## src/rtl/tc_pkg.sv

```systemverilog
// tc_pkg: shared header positions, widths and FSM state type for tc_match_accum
package tc_pkg;
  localparam int TC_HDR_MATCH = 512;
  localparam int TC_HDR_LAST = 513;
  localparam int TC_ACC_W = 64;
  localparam int TC_BEAT_W = 32;
  localparam int TC_POP_W = 10;
  typedef enum logic [1:0] {ACCUM, DRAIN, OUT} tc_state_t;
endpackage

```

## src/rtl/tc_popcnt512.sv

```systemverilog
// tc_popcnt512: two-stage registered popcount of a 512-bit word
// Ports: clk, rst (sync, active-high), in_valid/in_data[511:0] in,
// out_valid/out_cnt[9:0] out two cycles later.
module tc_popcnt512
  import tc_pkg::*;
(
  input  logic                clk,
  input  logic                rst,
  input  logic                in_valid,
  input  logic [511:0]        in_data,
  output logic                out_valid,
  output logic [TC_POP_W-1:0] out_cnt
);
  logic [15:0][5:0] s1_d, s1_q;
  logic             v1_q;
  logic [TC_POP_W-1:0] sum_d;
  always_comb begin
    s1_d = '0;
    for (int i = 0; i < 16; i++) s1_d[i] = 6'($countones(in_data[32*i +: 32]));
  end
  always_comb begin
    sum_d = '0;
    for (int i = 0; i < 16; i++) sum_d = sum_d + TC_POP_W'(s1_q[i]);
  end
  always_ff @(posedge clk) begin
    v1_q      <= rst ? 1'b0 : in_valid;
    s1_q      <= rst ? '0 : s1_d;
    out_valid <= rst ? 1'b0 : v1_q;
    out_cnt   <= rst ? '0 : sum_d;
  end
endmodule

```

## src/rtl/tc_match_accum.sv

```systemverilog
// tc_match_accum: popcount CAM match beats, saturating-accumulate, emit one result per graph
// Ports: ap_clk, ap_rst (sync, active-high); p0_* 520-bit input stream
// ([511:0] bitmap, 512 MATCH, 513 LAST); p1_* 128-bit result stream
// ([63:0] total, [127:64] beat count or 0).
// Optional feature macro TC_BEAT_CNT_EN: builds a 32-bit saturating beat counter.
module tc_match_accum
  import tc_pkg::*;
#(
  parameter int C_DATA_WIDTH = 520,
  parameter int C_OUT_WIDTH  = 128
) (
  input  logic                    ap_clk,
  input  logic                    ap_rst,
  input  logic [C_DATA_WIDTH-1:0] p0_TDATA,
  input  logic                    p0_TVALID,
  output logic                    p0_TREADY,
  output logic [C_OUT_WIDTH-1:0]  p1_TDATA,
  output logic                    p1_TVALID,
  input  logic                    p1_TREADY
);
  tc_state_t           state_q, state_d;
  logic [1:0]          drain_q, drain_d;
  logic [TC_ACC_W-1:0] acc_q, acc_d;
  logic [TC_ACC_W:0]   sum;
  logic [TC_POP_W-1:0] pop_cnt;
  logic                pop_v, fire, last, clear;
  logic                unused_hdr;
  assign unused_hdr = ^p0_TDATA[C_DATA_WIDTH-1:TC_HDR_LAST+1];
  assign p0_TREADY  = (state_q == ACCUM) && !ap_rst;
  assign p1_TVALID  = (state_q == OUT);
  assign fire       = p0_TVALID && p0_TREADY;
  assign last       = fire && p0_TDATA[TC_HDR_LAST];
  assign clear      = p1_TVALID && p1_TREADY;
  // MATCH=0 beats still occupy a pipeline slot but contribute zero
  tc_popcnt512 u_pop (
    .clk      (ap_clk),
    .rst      (ap_rst),
    .in_valid (fire),
    .in_data  (p0_TDATA[TC_HDR_MATCH] ? p0_TDATA[511:0] : 512'd0),
    .out_valid(pop_v),
    .out_cnt  (pop_cnt)
  );
  // the carry out of the 65-bit sum pins the total at all ones
  assign sum = {1'b0, acc_q} + (TC_ACC_W+1)'(pop_cnt);
  always_comb acc_d = clear ? '0 : !pop_v ? acc_q : sum[TC_ACC_W] ? '1 : sum[TC_ACC_W-1:0];
  // two drain cycles plus the exit cycle cover the two popcount stages and the accumulate
  always_comb begin
    state_d = state_q;
    drain_d = drain_q;
    case (state_q)
      ACCUM: begin
        state_d = last ? DRAIN : ACCUM;
        drain_d = last ? 2'd2 : drain_q;
      end
      DRAIN: begin
        state_d = (drain_q == 2'd0) ? OUT : DRAIN;
        drain_d = (drain_q == 2'd0) ? drain_q : drain_q - 2'd1;
      end
      OUT:     state_d = p1_TREADY ? ACCUM : OUT;
      default: state_d = ACCUM;
    endcase
  end
  always_ff @(posedge ap_clk) begin
    state_q <= ap_rst ? ACCUM : state_d;
    drain_q <= ap_rst ? 2'd0 : drain_d;
    acc_q   <= ap_rst ? '0 : acc_d;
  end
`ifdef TC_BEAT_CNT_EN
  logic [TC_BEAT_W-1:0] beats_q, beats_d;
  always_comb beats_d = clear ? '0 : (fire && !(&beats_q)) ? beats_q + 1'b1 : beats_q;
  always_ff @(posedge ap_clk) beats_q <= ap_rst ? '0 : beats_d;
  assign p1_TDATA = {(C_OUT_WIDTH-TC_ACC_W)'(beats_q), acc_q};
`else
  assign p1_TDATA = {{(C_OUT_WIDTH-TC_ACC_W){1'b0}}, acc_q};
`endif
endmodule

```

## config.mk

```make
export PLATFORM = sky130hd
export DESIGN_NAME = tc_match_accum
export DESIGN_NICKNAME = d
export VERILOG_FILES = /design/src/rtl/tc_pkg.sv /design/src/rtl/tc_popcnt512.sv /design/src/rtl/tc_match_accum.sv
export SDC_FILE = /design/constraint.sdc
export NUM_CORES = 1
export LEC_CHECK = 0
export CORE_AREA = 4 4 254 256
export DETAILED_ROUTE_END_ITERATION = 7
export DIE_AREA = 0 0 258 260
export GPL_ROUTABILITY_DRIVEN = 0
export HOLD_SLACK_MARGIN = 0.08
export PLACE_DENSITY = 0.69
export REMOVE_ABC_BUFFERS = 1
export SETUP_SLACK_MARGIN = 0.4
export SYNTH_ARGS = -nofsm -noshare
export SYNTH_HDL_FRONTEND = slang
export SYNTH_HIERARCHICAL = 1
export SYNTH_SLANG_ARGS = --single-unit
export TNS_END_PERCENT = 1
```

## constraint.sdc

```tcl
create_clock -name ap_clk -period 9.6 [get_ports ap_clk]
set_input_delay 0.96 -clock ap_clk [delete_from_list [all_inputs] [get_ports ap_clk]]
set_output_delay 0.96 -clock ap_clk [all_outputs]
set_load 0.03 [all_outputs]
```

Word-level counts from Yosys, hierarchy flattened
Cells that the tools add are included.
{"block": "op_classes", "reduce_logical": 10, "n_mux": 9, "add_sub_neg": 513, "eq_ne": 4}
{"cell": "6-bit adder", "n": 240}
{"cell": "1-bit by 1-bit adder with 2-bit output", "n": 256}
{"cell": "512-bit 2-to-1 mux", "n": 1}
{"cell": "10-bit by 6-bit adder with 10-bit output", "n": 14}
{"cell": "64-bit by 10-bit adder with 65-bit output", "n": 1}
{"cell": "64-bit 2-to-1 mux", "n": 1}
{"cell": "2-bit 2-to-1 mux", "n": 4}
{"cell": "6-bit by 6-bit adder with 7-bit output", "n": 1}
{"cell": "2-bit one-hot mux with 3 select lines", "n": 1}
{"cell": "1-bit logical AND", "n": 4}
{"cell": "2-bit zero test", "n": 2}
{"cell": "2-bit != test (second input constant)", "n": 2}
{"cell": "2-bit one-hot mux with 2 select lines", "n": 1}
{"cell": "3-bit AND reduction", "n": 1}
{"cell": "2-bit by 1-bit == test with 1-bit output (second input constant)", "n": 1}
{"cell": "2-bit == test (second input constant)", "n": 1}
{"cell": "2-bit nonzero test", "n": 1}
{"cell": "2-bit OR reduction", "n": 1}
{"cell": "2-bit by 1-bit subtractor with 2-bit output (second input constant)", "n": 1}
{"cell": "1-bit zero test", "n": 1}
{"cell": "1-bit 2-to-1 mux", "n": 1}
{"block": "word_totals", "elab_cells": 558, "register_bits": 176, "in_bits": 524}

Depth between registers and ports, before layout
Gate-level depths: netlist of run 1.
{"block": "logic_depth", "ltp_word": 15, "depth_mapped": 22, "ltp_nobuf": 20}

Modules after synthesis
Netlist of run 1, hierarchy kept.
{"mod": "tc_popcnt512", "area_per_inst_um2": 17407.9, "instances": 1, "cells_per_inst": 1655}
{"mod": "tc_match_accum", "area_per_inst_um2": 7928.9, "instances": 1, "cells_per_inst": 1125}

Worst setup path after synthesis of run 1
OpenSTA, ideal clock, no wires.
{"block": "synth_timing", "path_kind": "input-to-reg", "from": "in p0_TDATA[512]", "to": "reg u_pop/s1_q[5] (netlist name)", "stages": 21, "required_time_ns": 9.472, "setup_time_ns": 0.128, "setup_slack_ns": 3.041, "t_arrival_ns": 6.431, "path_cell_list": "clkbuf_1 -> clkbuf_1 -> and2_1 -> inv_1 -> fa_1 -> inv_1 -> fa_1 -> inv_1 -> fa_1 -> fa_1 -> inv_1 -> ha_1 -> fa_1 -> fa_1 -> fa_1 -> ha_1 -> fa_1 -> a21o_1 -> a21oi_1 -> xor2_1 -> nor2_1"}
{"block": "synth_between", "elab_chain_cells": 6, "elab_cells_between_ends": 32, "classes_between": "add/sub: 31; mux: 1"}
{"element": "start, declared", "line": "tc_match_accum.sv:14", "source": "input logic [C_DATA_WIDTH-1:0] p0_TDATA,"}
{"element": "512-bit 2-to-1 mux *", "line": "tc_match_accum.sv:39", "source": ".in_data (p0_TDATA[TC_HDR_MATCH] ? p0_TDATA[511:0] : 512'd0),"}
{"element": "1-bit by 1-bit adder with 2-bit output", "line": "tc_popcnt512.sv:19", "source": "for (int i = 0; i < 16; i++) s1_d[i] = 6'($countones(in_data[32*i +: 32]));"}
{"element": "6-bit adder (3 in a row)", "line": "tc_popcnt512.sv:19"}
{"element": "6-bit adder *", "line": "tc_popcnt512.sv:19"}
{"element": "end signal, assigned", "line": "tc_popcnt512.sv:27", "source": "s1_q <= rst ? '0 : s1_d;"}
{"element": "end, declared", "line": "tc_popcnt512.sv:14", "source": "logic [15:0][5:0] s1_d, s1_q;"}
Every way passes the cells marked *; elsewhere a longest branch is shown, timed or not.
A chain may end at the register's enable or synchronous reset.

Worst setup path after layout of run 1
Same ends and word-level chain as after synthesis.

==> qor.yml, run 1 <==
status: "finished, final reports clean"
arrival_ns: 6.73
seq_power_share_pct: 9.0
die_area_sq_um: 67100
nets: 4439
antenna_found_initial: 8
ys_seq_elements: 176
hpwl_microns: 57000
first_global_vias: 19900
drc_errors: 0
hold_ws_ns: 0.449
power.density_nw_per_um2: 365
synth_top_family_by_area: "adder cells"
io_pins: 654
p_leak_nw: 14.6
synth_compound_area_share_pct: 6.12
post_dp_cell_area_sq_um: 31700
syn_area_sq_um: 25300
crit_fanout: 102
grt_pass1_wl_microns: 103000
pwr-share-clk_pct: 5.7
final.period_utilization_pct: 67.0
hold_path.class: "flop to flop"
fillers: 5842
clockRootBuffer: "clkbuf_16"
slew-limit-headroom_pct: 15.9
stdcell_area_sq_um: 32300
hold_viol_final: 0
grt.overflow.total: 0
async_flop_share_pct: 0
start_util_pct: 40.5
worstMarginPinSlew_ns: 1.26
drt-initial-drc-count: 796
instances_no_fill: 4157
avgSynthCellArea_sq_um: 9.11
switching_share_pct: 48.7
crit_top_cell: "fa_1"
vias: 18900
synth-xor-area-share_pct: 2.07
maxCapViolations: 0
total_power_w: 0.0118
area_growth_pct: 27.4
combinationalPowerShare_pct: 85.3
routedWlPerCell_microns: 15.7
synthAdderAreaFrac_pct: 44.2
clock_path_buffers: 2
ir_drop_mv: 1.28
endpoint_kind: "flop"
cts.sinks: 176
viasPerCell: 4.55
yosysWarnings: 6
track_usage_pct: 19.4
synth_top_area_share_pct: 36.6
path_clk_slew_ns: 0.06
worst-setup-path-type: "input pin to flop"
drive_gt1_share_pct: 1.54
grt_max_degree: 229
switchingPower_w: 0.00574
htree_levels: 4
cts_tree: "yes"
p_int_w: 0.00604
dpl.cell_count: 4124
synthCells: 2780
num_rows: 92
routed_wl_microns: 65400
core_sq_um: 62500
ys_seq_area_share_pct: 13.9
fmax_ghz: 0.155
crit_chain: "buf_8 > and2_1 > inv_1 > fa_1 > inv_1 > fa_1 > inv_1 > fa_1 > fa_1 > inv_1 > ha_1 > fa_1 > fa_1 > fa_1 > ha_1 > fa_1 > a21o_1 > a21oi_1 > xor2_1 > nor2_1"
finalMaxSlewViolations: 0
synth_edf_count: 0
cts_resized: 0
final.setup.tns_ns: 0
cp_top_family: "adder cells"
fp.dieW_microns: 258
die-height_microns: 260
critPathRequiredTime_ns: 9.90
io_buffers: 583
cts_buffers: 17
fin_crit_ns: 6.43
final_antenna_net_count: 0
slowest_stage: "fa_1"
clock-skew-final_ns: 0.00975
grt_setup_unrepaired: "false"
cts_setup_buffers: 0
muxShareOfSynthArea_pct: 0.128
synth_cell_types: 65
max_stage_delay_ns: 0.54
cp-start-kind: "input pin"
crit_buf_inv: 5
synth_top_cell_by_area: "fa_1"
cts_hold_buf: 0
yosys.area_share.simple_pct: 20.4
first_pass_iters: 5
yosys-top-cells-area: "fa_1 37%, dfxtp_1 14%, and2_1 13%"
setup_viol: 0
synth-main-ff-cell: "dfxtp_1"
insertion_delay_ns: 0.43
## Yosys cell counts (4+ instances only)
library cell	instances
a21oi_1	85
nor4_1	13
ha_1	155
and4_1	7
nor3_1	52
nand4_1	12
and3_1	23
a31oi_1	17
nor3_2	6
xor2_1	9
buf_4	64
nor2_1	60
o211ai_1	4
o21ai_0	49
and4b_1	6
xnor2_1	51
nor3b_1	16
a211oi_1	17
nand2_1	34
or3_1	4
or4_1	4
clkbuf_1	88
inv_1	661
and2_1	518
a21boi_0	16
a2111oi_0	8
a21o_1	27
nand3_1	25
dfxtp_1	176
nor2b_1	64
fa_1	463
## stage by stage
step | utilization (%) | setup WS, ns
after floorplan | - | 3.50
after global placement | 50.8 | 2.74
after detailed placement | 50.8 | 2.69
after CTS | 51.6 | 3.15
after global routing | 51.6 | 2.87
final | 51.6 | 3.17
## state kept, by name, summed over array words and instances, names as in the netlist
signal,flops
state_q,2
acc_q,64
u_pop/out_cnt,10
drain_q,2
u_pop/out_valid,1
u_pop/s1_q,96
u_pop/v1_q,1
## per-layer routing
layer	part of all wire [%]	GRT usage, %	vias up
met5	0.061	0	-
met4	2.4	4.85	6
met3	6.3	4.28	86
met2	52	35.4	476
met1	39	23.2	9076
li1	-	-	9279
## worst reg2reg max path, delay by kind of cell (launching register included)
family,cells,cell delay [ns]
flops,1,0.32
buf+inv,4,0.22
mux,1,0.36
fa+ha+maj,8,3.77
compound gates,2,0.44
## path summary, 6_finish.rpt
| path | from | endpoint | slack, ns | cells after the start |
|---|---|---|---|---|
| max reg2reg | u_pop/s1_q[56]$_SDFF_PP0_ | u_pop/out_cnt[8]$_SDFF_PP0_ | 4.37 | 15 |
| min reg2reg | u_pop/v1_q$_SDFF_PP0_ | u_pop/out_valid$_SDFF_PP0_ | 0.45 | 1 |
| max | p0_TDATA[512] | u_pop/s1_q[5]$_SDFF_PP0_ | 3.17 | 20 |
| min | u_pop/v1_q$_SDFF_PP0_ | u_pop/out_valid$_SDFF_PP0_ | 0.45 | 1 |
## cell type report
| class | count | area (sq um) | area share [%] |
|---|---|---|---|
| sequential | 176 | 3520 | 10.9 |
| clock inverter | 7 | 90.1 | 0.279 |
| inverter | 661 | 2480 | 7.69 |
| tap | 846 | 1060 | 3.28 |
| clock buffer | 21 | 450 | 1.40 |
| antenna | 5 | 12.5 | 0.0388 |
| timing repair buffer | 590 | 5920 | 18.3 |
| multi-input combinational | 1851 | 18700 | 58.1 |
## power by group through the flow
stage          clock (W)  sequential (W)  combinational (W)
2_1_floorplan          0         0.00106            0.00792
5_1_grt         0.000712         0.00108             0.0118
3_5_place_dp           0         0.00108             0.0103
3_3_place_gp           0         0.00108             0.0100
4_1_cts         0.000685         0.00107             0.0103
6_report        0.000666         0.00106             0.0101
## cells by family (layout without fill, tap and decap cells)
| family | after synthesis | in the layout |
|---|---|---|
| AO/OA/AOI/OAI | 247 | 247 |
| XOR/XNOR | 60 | 60 |
| adder cells (fa/ha/maj) | 618 | 618 |
| buffers and inverters | 816 | 1279 |
| flip-flops | 176 | 176 |
| multiplexers | 3 | 3 |
| other | 1 | 69 |
| AND/OR/NAND/NOR | 859 | 859 |
## placed cells by master, fill, tap and decap left out, types with 7 or more instances in the layout
cell type        instances
a21oi_1                 85
nor3_1                  52
xnor2_1                 51
a21boi_0                16
o21ai_0                 48
dfxtp_1                176
a2111oi_0                8
nor3b_1                 16
and4_1                   7
inv_1                  661
conb_1                  64
a21o_1                  27
nor2_1                  60
nor4_1                  13
ha_1                   155
fa_1                   463
xor2_1                   9
nand2_1                 34
a211oi_1                17
nand4_1                 12
nand3_1                 25
nor2b_1                 64
and2_1                 518
clkdlybuf4s50_1        581
a31oi_1                 17
clkbuf_16               17
and3_1                  23
Power figures use the tool's default switching activity.
==> inputs of run 2 (changes only) <==
- PLACE_DENSITY: 0.69 -> 0.71
- clock period: 9.6 -> 5.89 ns (I/O delays scaled with it)
==> run 2 against run 1 <==
Utilization grew 1.0 points. Sequential share of layout area shrank 0.21 points. Sequential cell count is the same. Non-clock buffer count grew 39. First-iteration DRC count shrank 5.4%. Worst hold slack gained 0.014 ns. Via count grew 1.8%. Count of clock-buffer cells in the layout is the same. Global-route usage shrank 0.18 points. Clock power grew 64%. Combinational power grew 55%.
==> qor.yml, run 2 (synthesized netlist as in run 1, its figures left out) <==
slowest_stage: "fa_1"
fin_crit_ns: 5.44
cp_top_family: "adder cells"
slew-limit-headroom_pct: 25.3
largest_register_ffs: 96
maxCapViolations: 0
routed_wl_microns: 66600
clock_path_buffers: 2
endpoint_kind: "flop"
routedWlPerCell_microns: 15.9
drt-initial-drc-count: 753
final_antenna_net_count: 0
htree_levels: 4
final.setup.tns_ns: 0
critPathRequiredTime_ns: 6.24
final_cell_mix: "652 x inv_1, 572 x clkdlybuf4s50_1, 514 x and2_1"
finalMaxSlewViolations: 0
crit_chain: "buf_12 > buf_12 > buf_12 > buf_12 > buf_12 > clkbuf_16 > and2_4 > fa_1 > inv_1 > fa_1 > inv_1 > fa_1 > fa_1 > fa_1 > inv_1 > fa_1 > inv_1 > ha_2 > inv_1 > fa_2 > nor2b_2 > o21ai_1 > nor3b_1 > nor3_1"
track_usage_pct: 19.2
area_growth_pct: 29.9
power.density_nw_per_um2: 562
final_common_cell: "inv_1"
clockRootBuffer: "clkbuf_16"
max_stage_delay_ns: 0.53
cts_tree: "yes"
worst-setup-path-type: "input pin to flop"
cts_hold_buf: 0
ff_latch_area_sq_um: 3520
viasPerCell: 4.58
fmax_ghz: 0.184
hold_path.class: "flop to flop"
crit_top_cell: "fa_1"
grt_setup_unrepaired: "true"
fp.dieW_microns: 258
core_sq_um: 62500
crit_fanout: 17
total_power_w: 0.0185
top_regs: "u_pop/s1_q x96, acc_q x64, u_pop/out_cnt x10"
insertion_delay_ns: 0.44
hold_ws_ns: 0.463
arrival_ns: 5.79
grt_pass1_wl_microns: 103000
io_pins: 654
top_register: "u_pop/s1_q"
cts_buffers: 17
grt_max_degree: 87
drive_gt1_share_pct: 4.09
crit_buf_inv: 11
hold_viol_final: 0
die_area_sq_um: 67100
multi_input_area_sq_um: 18800
num_rows: 92
nets: 4478
cts.sinks: 176
cp-start-kind: "input pin"
setup_viol: 0
antenna_found_initial: 7
first_global_vias: 20200
clock-skew-final_ns: 0.0123
worstMarginPinSlew_ns: 1.12
final.period_utilization_pct: 92.3
path_clk_slew_ns: 0.07
start_util_pct: 40.5
fillers: 5779
hpwl_microns: 57200
grt.overflow.total: 0
ir_drop_mv: 1.76
vias: 19300
die-height_microns: 260
status: "finished, final reports clean"
first_pass_iters: 5
p_leak_nw: 14.9
io_buffers: 583
drc_errors: 0
run 2: cell types whose count changed in the layout (fill, tap and decap cells not counted), moves of 6 or more:
cell and change:
buf_4 +20, nor2b_1 -10, nor2b_2 +10, a21boi_0 -9
a21boi_1 +9, clkdlybuf4s50_1 -9, inv_1 -9, inv_2 +9
fa_1 -8, fa_2 +8, clkbuf_16 +6
run 2: cell type report:
cell class	count	area share, %
antenna	6	0.0456
clock buffer	21	1.46
clock inverter	11	0.243
inverter	661	7.54
multi-input combinational	1851	57.2
sequential	176	10.7
tap	846	3.22
timing repair buffer	629	19.6
run 2: final timing paths:
kind                                   from                           to  slack (ns)  cells after the start
setup / recovery              p0_TDATA[512]    u_pop/s1_q[88]$_SDFF_PP0_        0.45                     24
hold / removal        u_pop/v1_q$_SDFF_PP0_   u_pop/out_valid$_SDFF_PP0_        0.46                      1
setup reg to reg  u_pop/s1_q[56]$_SDFF_PP0_  u_pop/out_cnt[8]$_SDFF_PP0_        0.70                     15
hold reg to reg       u_pop/v1_q$_SDFF_PP0_   u_pop/out_valid$_SDFF_PP0_        0.46                      1
run 2: where the power goes:
| group | total, W | internal, W | leakage [nW] | switching [W] |
|---|---|---|---|---|
| registers | 0.00172 | 0.00158 | 1.44 | 0.000137 |
| logic | 0.0157 | 0.00745 | 13.2 | 0.00824 |
| clock network | 0.00109 | 0.000586 | 0.268 | 0.000506 |
run 2: layer usage:
metal,vias to the layer above,share of wire [%],track usage [%]
li1,9367,-,-
met3,87,6.8,4.15
met2,563,52,34.9
met1,9242,39,23.3
met5,-,0.018,0
met4,2,2.0,4.34
run 2: timing repair:
item,CTS,global route
setup buffers,0,7
endpoints found under the setup margin,4,22
resized for setup,16,75
hold endpoints to repair,0,0
pin swaps,24,39
cloned,0,7
run 2: through the flow:
stage / util (%) / area, sq um / instances / setup slack, ns
floorplan: - / 24700 / 2688 / 0.159
global placement: 51.1 / 31900 / 4149 / -0.493
detailed placement: 51.1 / 31900 / 4149 / -0.477
CTS: 52.0 / 32500 / 4181 / 0.401
global route: 52.7 / 32900 / 4200 / 0.309
finish: 52.7 / 32900 / 4201 / 0.455
run 2: worst reg2reg max path: stages (launching register included):
cell and delay (ns):
dfxtp_1 0.32, fa_1 0.53, inv_1 0.05, fa_1 0.53, inv_1 0.07, fa_1 0.50, inv_1 0.05, fa_1 0.48
fa_1 0.54, inv_1 0.05, fa_1 0.47, ha_1 0.26, fa_1 0.42, a21o_1 0.22, a41oi_1 0.23, mux2_2 0.37
==> inputs of run 3 (changes only) <==
- CTS_CLUSTER_SIZE: not set -> 12
- REMOVE_ABC_BUFFERS: 1 -> not set
==> run 3 against run 2 <==
First-iteration DRC count down 13%. Die area unchanged. Global-route usage up 0.099 points. Fmax up 0.30%. Non-clock buffer count up 8. Cell area up 0.52%. Worst setup slack better by 0.016 ns. Sequential cell count unchanged. Register-to-register slack worse by 0.03 ns. Count of clock-buffer cells in the layout down 3. Sequential share of layout area down 0.055 points. Largest cell class unchanged. Largest power group unchanged.
==> qor.yml, run 3 (synthesized netlist as in run 1, its figures left out) <==
status: "finished, final reports clean"
hold_ws_ns: 0.451
pwr-share-clk_pct: 6.3
switchingPower_w: 0.00927
fin_crit_ns: 5.42
reg2reg_depth: 13
setup_slack_ns: 0.471
cts_hold_buf: 0
holdCritStartpoint: "drain_q[1]$_SDFFE_PP0P_"
drc_errors: 0
fmax_ghz: 0.185
multi_input_area_sq_um: 18800
finalMaxSlewViolations: 0
final_cell_mix: "652 x inv_1, 572 x clkdlybuf4s50_1, 511 x and2_1"
track_usage_pct: 19.3
setup_viol: 0
routed_wl_microns: 67100
final_antenna_net_count: 0
rrSetupSlack_ns: 0.67
seq_power_share_pct: 9.0
hold_path.class: "flop to flop"
clock-skew-final_ns: 0.0167
insertion_delay_ns: 0.45
rr_startpoint: "u_pop/s1_q[2]$_SDFF_PP0_"
drt-initial-drc-count: 654
cp-startpoint: "p0_TDATA[512]"
drive_gt1_share_pct: 4.26
hold_viol_final: 0
first_global_vias: 20200
crit_fanout: 6
final.setup.tns_ns: 0
place_ws_ns: -0.279
io_buffers: 583
cp-start-kind: "input pin"
arrival_ns: 5.73
p_leak_nw: 15.0
top_regs: "u_pop/s1_q x96, acc_q x64, u_pop/out_cnt x10"
slew-limit-headroom_pct: 22.3
path_clk_slew_ns: 0.07
htree_levels: 4
nets: 4486
io_pins: 654
switching_share_pct: 48.4
hpwl_microns: 56800
grt_pass1_wl_microns: 103000
vias: 19300
grt_max_degree: 97
cts.sinks: 176
largest_register_ffs: 96
die_area_sq_um: 67100
final_common_cell: "inv_1"
ir_drop_mv: 1.63
cts_buffers: 17
cts_tree: "yes"
grt.overflow.total: 0
core_sq_um: 62500
start_util_pct: 40.5
routedWlPerCell_microns: 16.0
top_register: "u_pop/s1_q"
worst-setup-path-type: "input pin to flop"
fp.dieW_microns: 258
crit_path_end: "u_pop/s1_q[5]$_SDFF_PP0_"
combinationalPowerShare_pct: 84.7
critPathRequiredTime_ns: 6.20
viasPerCell: 4.59
num_rows: 92
first_pass_iters: 5
grt_setup_unrepaired: "true"
maxCapViolations: 0
fillers: 5813
area_growth_pct: 30.6
antenna_found_initial: 1
clockRootBuffer: "clkbuf_16"
endpoint_kind: "flop"
die-height_microns: 260
p_int_w: 0.00989
clock_path_buffers: 2
final.period_utilization_pct: 92.0
worstMarginPinSlew_ns: 1.16
ff_latch_area_sq_um: 3520
power.density_nw_per_um2: 579
reg2reg_to: "u_pop/out_cnt[8]$_SDFF_PP0_"
[run 3: worst min-delay path by stage]
stage / end / slack [ns] / cells past startpoint
2_1_floorplan: u_pop/out_valid$_SDFF_PP0_ / 0.41 / 1
3_3_place_gp: u_pop/out_valid$_SDFF_PP0_ / 0.44 / 1
3_5_place_dp: u_pop/out_valid$_SDFF_PP0_ / 0.44 / 1
4_1_cts: u_pop/out_valid$_SDFF_PP0_ / 0.46 / 1
5_1_grt: u_pop/out_valid$_SDFF_PP0_ / 0.48 / 1
6_report: drain_q[1]$_SDFFE_PP0P_ / 0.45 / 2
[run 3: power by group through the flow]
stage	Combinational (W)	Sequential, W	Clock (W)
global route	0.0189	0.00175	0.00129
finish	0.0162	0.00172	0.00121
CTS	0.0164	0.00173	0.00124
detailed placement	0.0164	0.00176	0
floorplan	0.0126	0.00171	0
global placement	0.0159	0.00175	0
[run 3: area by class of cell]
class	count	area share (%)
multi-input cells	1851	57.0
repair buffers	637	19.8
flip-flops and latches	176	10.6
inverters	661	7.50
well taps	846	3.20
clock buffers	18	1.33
clock inverters	13	0.526
diodes	1	0.00756
[run 3: timing repair]
item,in CTS,in global routing
endpoints found under the setup margin,3,26
gates cloned,1,10
pin swaps,19,33
resized for setup,21,62
buffers inserted,3,10
[run 3: layer usage]
layer,up-vias,wire (microns),GRT usage (%),part of all wire [%]
met5,-,0,0,0
met4,0,1080,3.99,1.6
met3,64,4020,3.90,6.0
met2,514,35500,35.6,53
met1,9314,26500,23.3,39
li1,9379,-,-,-
[run 3: worst max-delay path, stage by stage]
cell	delay (ns)
buf_16	0.12
and2_4	0.14
inv_2	0.04
fa_1	0.56
inv_2	0.04
fa_1	0.47
inv_1	0.04
fa_1	0.46
fa_1	0.51
inv_2	0.04
ha_4	0.16
fa_2	0.55
fa_1	0.44
fa_1	0.51
ha_4	0.20
fa_2	0.33
a21o_1	0.17
a21oi_2	0.14
xor2_1	0.16
nor2_1	0.05
[run 3: stage by stage]
step,cells,total power [W],utilization (%),area (sq um)
3_3_place_gp,4147,0.0176,51.1,31900
3_5_place_dp,4147,0.0181,51.1,31900
4_1_cts,4182,0.0194,52.2,32600
6_report,4203,0.0192,52.9,33100
5_1_grt,4203,0.0219,52.9,33100
2_1_floorplan,2843,0.0143,-,25600
